`src/rtl/matrix_stream_loader_pkg.sv`:
```
// Shared definitions for the packed 5x5 matrix bus: element width, layout and loader states.
package matrix_stream_loader_pkg;

    localparam int ELEM_W = 9;
    localparam int DIM    = 5;
    localparam int MAT_W  = DIM * DIM * ELEM_W;
    localparam int IDX_W  = 3;

    typedef enum logic [1:0] {
        ST_IDLE = 2'd0,
        ST_LOAD = 2'd1,
        ST_DONE = 2'd2
    } state_t;

    // Bit offset of element (r,c) inside the packed word; operator modules use the same layout.
    function automatic int unsigned slot_offset(input int unsigned r, input int unsigned c);
        return (DIM * r + c) * ELEM_W;
    endfunction

    // Logical sizes 2..5 are the only ones the operators understand.
    function automatic logic size_legal(input logic [IDX_W-1:0] s);
        return (s >= 3'd2) && (s <= 3'd5);
    endfunction

endpackage

```
`src/rtl/matrix_index_counter.sv`:
```
// Row-major element index for an N x N matrix: column wraps at N-1 and carries into the row.
module matrix_index_counter
    import matrix_stream_loader_pkg::*;
(
    input  logic             clk,
    input  logic             rst_n,
    input  logic             clear,
    input  logic             advance,
    input  logic [IDX_W-1:0] n,
    output logic [IDX_W-1:0] row,
    output logic [IDX_W-1:0] col,
    output logic             last
);

    logic [IDX_W-1:0] n_m1;

    assign n_m1 = n - 3'd1;
    assign last = (row == n_m1) && (col == n_m1);

    // Step through the matrix one accepted element at a time.
    always_ff @(posedge clk) begin
        if (!rst_n) begin
            row <= '0;
            col <= '0;
        end else if (clear) begin
            row <= '0;
            col <= '0;
        end else if (advance) begin
            if (col == n_m1) begin
                col <= '0;
                row <= row + 3'd1;
            end else begin
                col <= col + 3'd1;
            end
        end
    end

endmodule

```
`src/rtl/matrix_stream_loader.sv`:
```
// Collects row-major elements from a valid/ready stream into the packed 225-bit matrix word.
module matrix_stream_loader
    import matrix_stream_loader_pkg::*;
(
    input  logic              clk,
    input  logic              rst_n,
    input  logic              start,
    input  logic [IDX_W-1:0]  size,
    input  logic              in_valid,
    input  logic [ELEM_W-1:0] in_data,
    output logic              in_ready,
    output logic [MAT_W-1:0]  matrix_out,
    output logic              matrix_valid,
    input  logic              out_ready,
    output logic              busy,
    output logic              err
);

    state_t            state_q;
    state_t            state_nx;
    logic [IDX_W-1:0]  n_q;
    logic [MAT_W-1:0]  matrix_q;
    logic              in_ready_q;
    logic              valid_q;
    logic              err_q;
    logic [IDX_W-1:0]  row;
    logic [IDX_W-1:0]  col;
    logic              last;
    logic              start_ok;
    logic              start_bad;
    logic              accept;

    assign start_ok  = (state_q == ST_IDLE) && start && size_legal(size);
    assign start_bad = (state_q == ST_IDLE) && start && !size_legal(size);
    assign accept    = in_valid && in_ready_q;

    matrix_index_counter u_index (
        .clk     (clk),
        .rst_n   (rst_n),
        .clear   (start_ok),
        .advance (accept),
        .n       (n_q),
        .row     (row),
        .col     (col),
        .last    (last)
    );

    // Next-state decode: IDLE -> LOAD on a legal start, LOAD -> DONE on the final element,
    // DONE -> IDLE once the consumer takes the matrix.
    always_comb begin
        state_nx = state_q;
        case (state_q)
            ST_IDLE: if (start_ok)         state_nx = ST_LOAD;
            ST_LOAD: if (accept && last)   state_nx = ST_DONE;
            ST_DONE: if (out_ready)        state_nx = ST_IDLE;
            default:                       state_nx = ST_IDLE;
        endcase
    end

    // State and handshake flags are registered from the next state so they switch on the same edge.
    always_ff @(posedge clk) begin
        if (!rst_n) begin
            state_q    <= ST_IDLE;
            in_ready_q <= 1'b0;
            valid_q    <= 1'b0;
            err_q      <= 1'b0;
            n_q        <= '0;
        end else begin
            state_q    <= state_nx;
            in_ready_q <= (state_nx == ST_LOAD);
            valid_q    <= (state_nx == ST_DONE);
            err_q      <= start_bad;
            if (start_ok) n_q <= size;
        end
    end

    // Matrix register: cleared on a legal start, one slot written per accept, raw data.
    always_ff @(posedge clk) begin
        if (!rst_n) begin
            matrix_q <= '0;
        end else if (start_ok) begin
            matrix_q <= '0;
        end else if (accept) begin
            for (int r = 0; r < DIM; r++) begin
                for (int c = 0; c < DIM; c++) begin
                    if ((row == IDX_W'(r)) && (col == IDX_W'(c)))
                        matrix_q[slot_offset(r, c) +: ELEM_W] <= in_data;
                end
            end
        end
    end

    assign in_ready     = in_ready_q;
    assign matrix_valid = valid_q;
    assign matrix_out   = matrix_q;
    assign err          = err_q;
    assign busy         = (state_q != ST_IDLE);

endmodule

```
`config.mk`:
```
export PLATFORM = sky130hd
export DESIGN_NAME = matrix_stream_loader
export DESIGN_NICKNAME = d
export VERILOG_FILES = /design/src/rtl/matrix_stream_loader_pkg.sv /design/src/rtl/matrix_index_counter.sv /design/src/rtl/matrix_stream_loader.sv
export SDC_FILE = /design/constraint.sdc
export NUM_CORES = 1
export LEC_CHECK = 0
export BUFFER_PORTS_ARGS = -buffer_cell sky130_fd_sc_hd__buf_2
export CAP_MARGIN = 20
export CORE_MARGIN = 2
export CORE_UTILIZATION = 25
export DETAILED_ROUTE_END_ITERATION = 7
export RECOVER_POWER = 100
export SYNTH_ARGS = -nofsm -noshare
export SYNTH_HDL_FRONTEND = slang
export SYNTH_SLANG_ARGS = --single-unit
```
`constraint.sdc`:
```
create_clock -name clk -period 2 [get_ports clk]
set_input_delay 0.1 -clock clk [delete_from_list [all_inputs] [get_ports clk]]
set_output_delay 0.1 -clock clk [all_outputs]
set_load 0.01 [all_outputs]
```
---- Word-level counts from Yosys, hierarchy flattened ----
Index checks and enable logic that the tools add are counted.
operators by class
  equality and inequality tests ........... 14
  reductions and logical operators ........ 64
  magnitude comparators ................... 2
  div/mod/pow operators ................... 0
  add/sub/neg operators ................... 3
  $mul .................................... 0
  shift operators ......................... 0
  bitwise operators ....................... 1
  muxes and demuxes ....................... 5
operators with widths
  kind                   number
  $reduce_and A2 Y1      26
  $logic_and A1 B1 Y1    32
  $eq A3 B2 Y1 const B   4
  $add A3 B1 Y3 const B  2
  $eq A3 B1 Y1 const B   2
  $eq A3 B3 Y1           2
  $eq A3 B3 Y1 const B   2
  $logic_not A3 Y1       2
  $mux W2                3
  $pmux W2 S3            1
  $eq A2 B1 Y1 const B   2
  $eq A2 B2 Y1 const B   2
  $ge A3 B2 Y1 const B   1
  $le A3 B3 Y1 const B   1
  $mux W3                1
  $sub A3 B1 Y3 const B  1
  $logic_not A2 Y1       1
  $reduce_bool A2 Y1     1
  $reduce_or A2 Y1       1
  $logic_not A1 Y1       1
  $not A1 Y1             1
word-level totals
  logic and storage cells ................. 121
  ROM bits ................................ 0
  output and inout bits ................... 229
  bits in latches ......................... 0
  memories kept ........................... 0
  flip-flop bits (word level) ............. 239
  memory bits (writable) .................. 0

---- Longest topological paths before layout ----
  depth after elaboration ................. 7
  depth in mapped cells ................... 8
  gate-level depth less buffers ........... 6

---- By module ----
From an unflattened synthesis, not the netlist that was laid out.
unflattened totals
  cells, all modules ...................... 1169
  area, all modules ....................... 9833.2 µm²
modules (own cells, without submodules)
  module                times used  area each (µm²)  cells an instance  seq. area each (µm²)
  matrix_stream_loader  1           9420.3           1127               4664.5
  matrix_index_counter  1           412.9            42                 120.1

---- Least setup slack after synthesis ----
OpenSTA, ideal clock, no wires.
  path type ............................... reg2reg
  from .................................... register u_index.row[0]
  to ...................................... register matrix_q[221], in the netlist matrix_out[221]
  path buffers ............................ 0
  data arrival time ....................... 1.505 ns
  setup time .............................. 0.117 ns
  data required time ...................... 1.883 ns
  stages on the path, launching flop included .. 7
  clock period less this slack ............ 1.623 ns
  setup slack ............................. 0.377 ns
  path through ............................ dfxtp_1 inv_1 ha_1 nand4_2 nor2_4 mux2i_1 nor2_1
on the way
  cells in the longest elaborated chain, start to end .. 3
ends and longest elaborated chain
  item                                line                        source
  start, declared                     matrix_index_counter.sv:10  output logic [IDX_W-1:0] row,
  start signal, assigned              matrix_index_counter.sv:31  row <= row + 3'd1;
  $eq A3 B3 Y1                        matrix_stream_loader.sv:86  if ((row == IDX_W'(r)) && (col == IDX_W'(c)))
  $logic_and A1 B1 Y1                 matrix_stream_loader.sv:86
  $reduce_and A2 Y1 (no source line)  n/a
  end signal, assigned by index       matrix_stream_loader.sv:87  matrix_q[slot_offset(r, c) +: ELEM_W] <= in_data;
  end, declared                       matrix_stream_loader.sv:22  logic [MAT_W-1:0] matrix_q;
No other way between the ends.
A chain may end at the register's enable or synchronous reset.

---- Worst setup path in the final report ----
  from .................................... register u_index.row[0]
  to ...................................... register matrix_q[15], in the netlist matrix_out[15]
on the way
  cells in the longest elaborated chain, start to end .. 3
ends and longest elaborated chain
  item                                line
  $logic_not A3 Y1                    matrix_stream_loader.sv:86
  $logic_and A1 B1 Y1                 matrix_stream_loader.sv:86
  $reduce_and A2 Y1 (no source line)  n/a
No other way between the ends.

==> flow_metrics.tcl <==
set metrics [dict create \
    synth.yosys.seq_area_share_pct 52.87 \
    post-synth-top-area-cell "dfxtp_1" \
    route.detailed.wl_per_inst_um 17.10 \
    clkTransAtPathRegs_ns 0.06 \
    placed_cells 1539 \
    final_layout_size_suffix_gt1_share_pct 9.649 \
    hp-start "in_data[5]" \
    crit_path_start_kind "flip-flop" \
    critical_path.endpoint_type "flip-flop" \
    clock_tree_from_tritoncts "yes" \
    cts_root_buffer "clkbuf_16" \
    cts_made_buffers 28 \
    cts.sinks 239 \
    layout_min_cycle_time_ns 1.856 \
    path_class "flip-flop to flip-flop" \
    grt_overflow 0 \
    chipHeight_um 194.3 \
    layout-area-overhead-vs-synth_pct 27.73 \
    dieWidth_um 194.3 \
    synthMostInstantiatedCell "dfxtp_1" \
    cp_data_required_time_ns 2.42 \
    route.vias.total 6878 \
    timing.critical_path.slowest_stage_cell "dfxtp_1" \
    ys_top_cells_by_count "239 x dfxtp_1, 224 x nor2_1, 218 x mux2i_1" \
    fmaxAchievable_mhz 538.9 \
    skew_ns 0.01641 \
    grt_pass1_vias 6786 \
    post-place-ws_ns 0.1267 \
    synth_area_per_cell_um2 10.32 \
    drt_pre_antenna_iters 5 \
    result_of_the_run "complete, no violations" \
    p_per_area_nw_per_um2 890.9 \
    finalHoldViolations 0 \
    syn_inst 877 \
    rr_endpoint "matrix_out[15]" \
    number_of_buffer_cells_added_on_primary_ports 245 \
    reg_to_reg_start "u_index.row[0]" \
    max_cap_violations 0 \
    setup_slack_of_the_most_critical_reg_to_reg_path_ns 0.14 \
    static-leakage-power_uw 0.004420 \
    ys_ff_latch 239 \
    fin_hold_ws_ns 0.09994 \
    power_uw 10300 \
    worst_hold_path_type "input pin to flip-flop" \
    final.setup.tns_ns 0 \
    buffer_depth_of_the_longest_clock_path 3 \
    synth-main-ff-cell "dfxtp_1" \
    post_layout_nonfiller_instances 1601 \
    critPathMaxStageDelay_ns 0.34 \
    die_area_um2 37740 \
    timing.hold.worst_endpoint "matrix_out[122]" \
    ir_worst_vdd_uv 699.9 \
    critical_path_peak_fanout 9 \
    grt_start_max_net_pins 94 \
    post-synth-top-area-fraction_pct 52.87 \
    final_min_period_over_clock_period_pct 92.78 \
    drt-vias-per-instance 4.296 \
    grt_pass1_wl_mm 41.82 \
    rows 69 \
    antenna-diode-count 0 \
    r2r_cells 7 \
    maxSlewViolCount 0 \
    gpl_wtd_cong 0.8195 \
    synth.lib_cells_used.distinct 39 \
    synth_area_um2 9050 \
    antenna_found_initial 0 \
    top_cells_by_area_in_the_synthesized_netlist "dfxtp_1 53%, mux2i_1 24%, nor2_1 9.3%" \
    final_net_count 1148 \
    slew_headroom_pct 46.74 \
    later_pin_clock_latency_in_the_skew_report_ns 0.55 \
    h-tree-depth 1 \
    synthArstFlopShare_pct 0 \
    route.final.wire_length_mm 27.39 \
    grt_total_usage_pct 14.12 \
    cp_cell_sequence "inv_1, ha_1, nand4_1, nor2_4, clkbuf_4, mux2i_1, nor2_1" \
    min_delay_path_depth 3 \
    post-route-worst-setup-slack_ns 0.1444 \
    worst_ep_arrival_time_ns 2.28 \
    drcViolationCount 0 \
    setup_violations 0 \
    unrepaired_setup_endpoints_after_global_routing "no" \
    synth.yosys.warnings 0 \
    ioPinCount 246 \
    floorplan.core_area_um2 35570 \
    tightest_slew_ns 0.7990 \
    synth_fp_nets 905 \
    synth-edff-count 0 \
    postRouteAntennaNets 0 \
    start_util_pct 25.44 \
    place_hpwl_mm 18.12 \
    detail_route.iter0.violations 313 \
]
-- placed cells by master, fill, tap and decap left out, types with 4 or more instances in the layout --
cell           synthesis  routed
a21oi_1               12      12
buf_12                 0       9
buf_2                 41      21
buf_4                  4      11
clkbuf_1              21     232
clkbuf_16              0      29
clkbuf_8               0       6
clkinv_2               0       4
dfxtp_1              239     239
dlygate4sd3_1          0      10
ha_1                  11      11
inv_1                 10      10
mux2i_1              218     218
nand2_1               25      25
nand3_1                8       8
nand4_1                9      10
nor2_1               224     224
nor2_4                12      12
xor2_1                 5       5
-- power breakdown --
part	internal (µW)	total (µW)	switching [µW]
combinational	127	459	332
sequential	4780	4800	17.5
clock	3000	5040	2040
-- flip-flops by register name, summed over array words and instances, names as in the netlist --
register      cells
u_index.row       3
n_q               3
in_ready          1
err               1
matrix_valid      1
u_index.col       3
state_q           2
matrix_out      225
-- layer usage --
layer,global-route usage (%),up-vias,share of wire (%)
li1,-,3386,-
met1,18.32,3215,46
met2,22.66,234,44
met3,4.836,43,8.2
met4,3.086,0,1.8
met5,0,-,0
-- worst max path at each step --
| stage | from | end | slack, ns | cells past startpoint |
|---|---|---|---|---|
| floorplan | u_index.row[0] | matrix_out[221] | 0.38 | 6 |
| global placement | u_index.row[0] | matrix_out[6] | 0.18 | 6 |
| detailed placement | u_index.row[0] | matrix_out[1] | 0.13 | 6 |
| CTS | u_index.row[0] | matrix_out[7] | 0.05 | 6 |
| global route | u_index.row[0] | matrix_out[188] | 0.007 | 6 |
| finish | u_index.row[0] | matrix_out[15] | 0.14 | 7 |
-- layout make-up --
class                      count  area [µm²]
fill                        3776       24010
sequential                   239        4785
timing repair buffer         284        1355
tap                          461       576.8
clock inverter                12       107.6
multi-input combinational    557        3879
clock buffer                  38       819.5
inverter                      10       37.54
-- through the flow --
stage	cell area [µm²]	utilization, %
after CTS	11850	33.32
after detailed placement	10820	30.43
after global routing	11560	32.50
after global placement	10820	30.43
after floorplan	9050	-
final	11560	32.50
-- critical path, delay by kind of cell, from the launching register on --
family	cells	cell delay [ns]
multiplexers	1	0.23
flip-flops	1	0.34
AND/OR/NAND/NOR	3	0.51
buffers and inverters	2	0.39
adder cells (fa/ha/maj)	1	0.25
-- what timing repair did --
action | CTS | global route
hold endpoints to repair | 11 | 0
gates resized for setup | 0 | 1
setup buffers | 0 | 2
endpoints found under the setup margin | 0 | 8
hold buffers | 10 | 0
-- kinds of logic after synthesis --
family | synth area share (%)
buffers and inverters | 4.175
muxes | 24.28
DFF | 52.87
xor gates and xnor gates | 1.023
adders and majority gates | 1.521
and+or+nand+nor | 14.63
AOI/OAI and AO/OA | 1.507
Note: power is estimated with default switching activity, not from simulation.
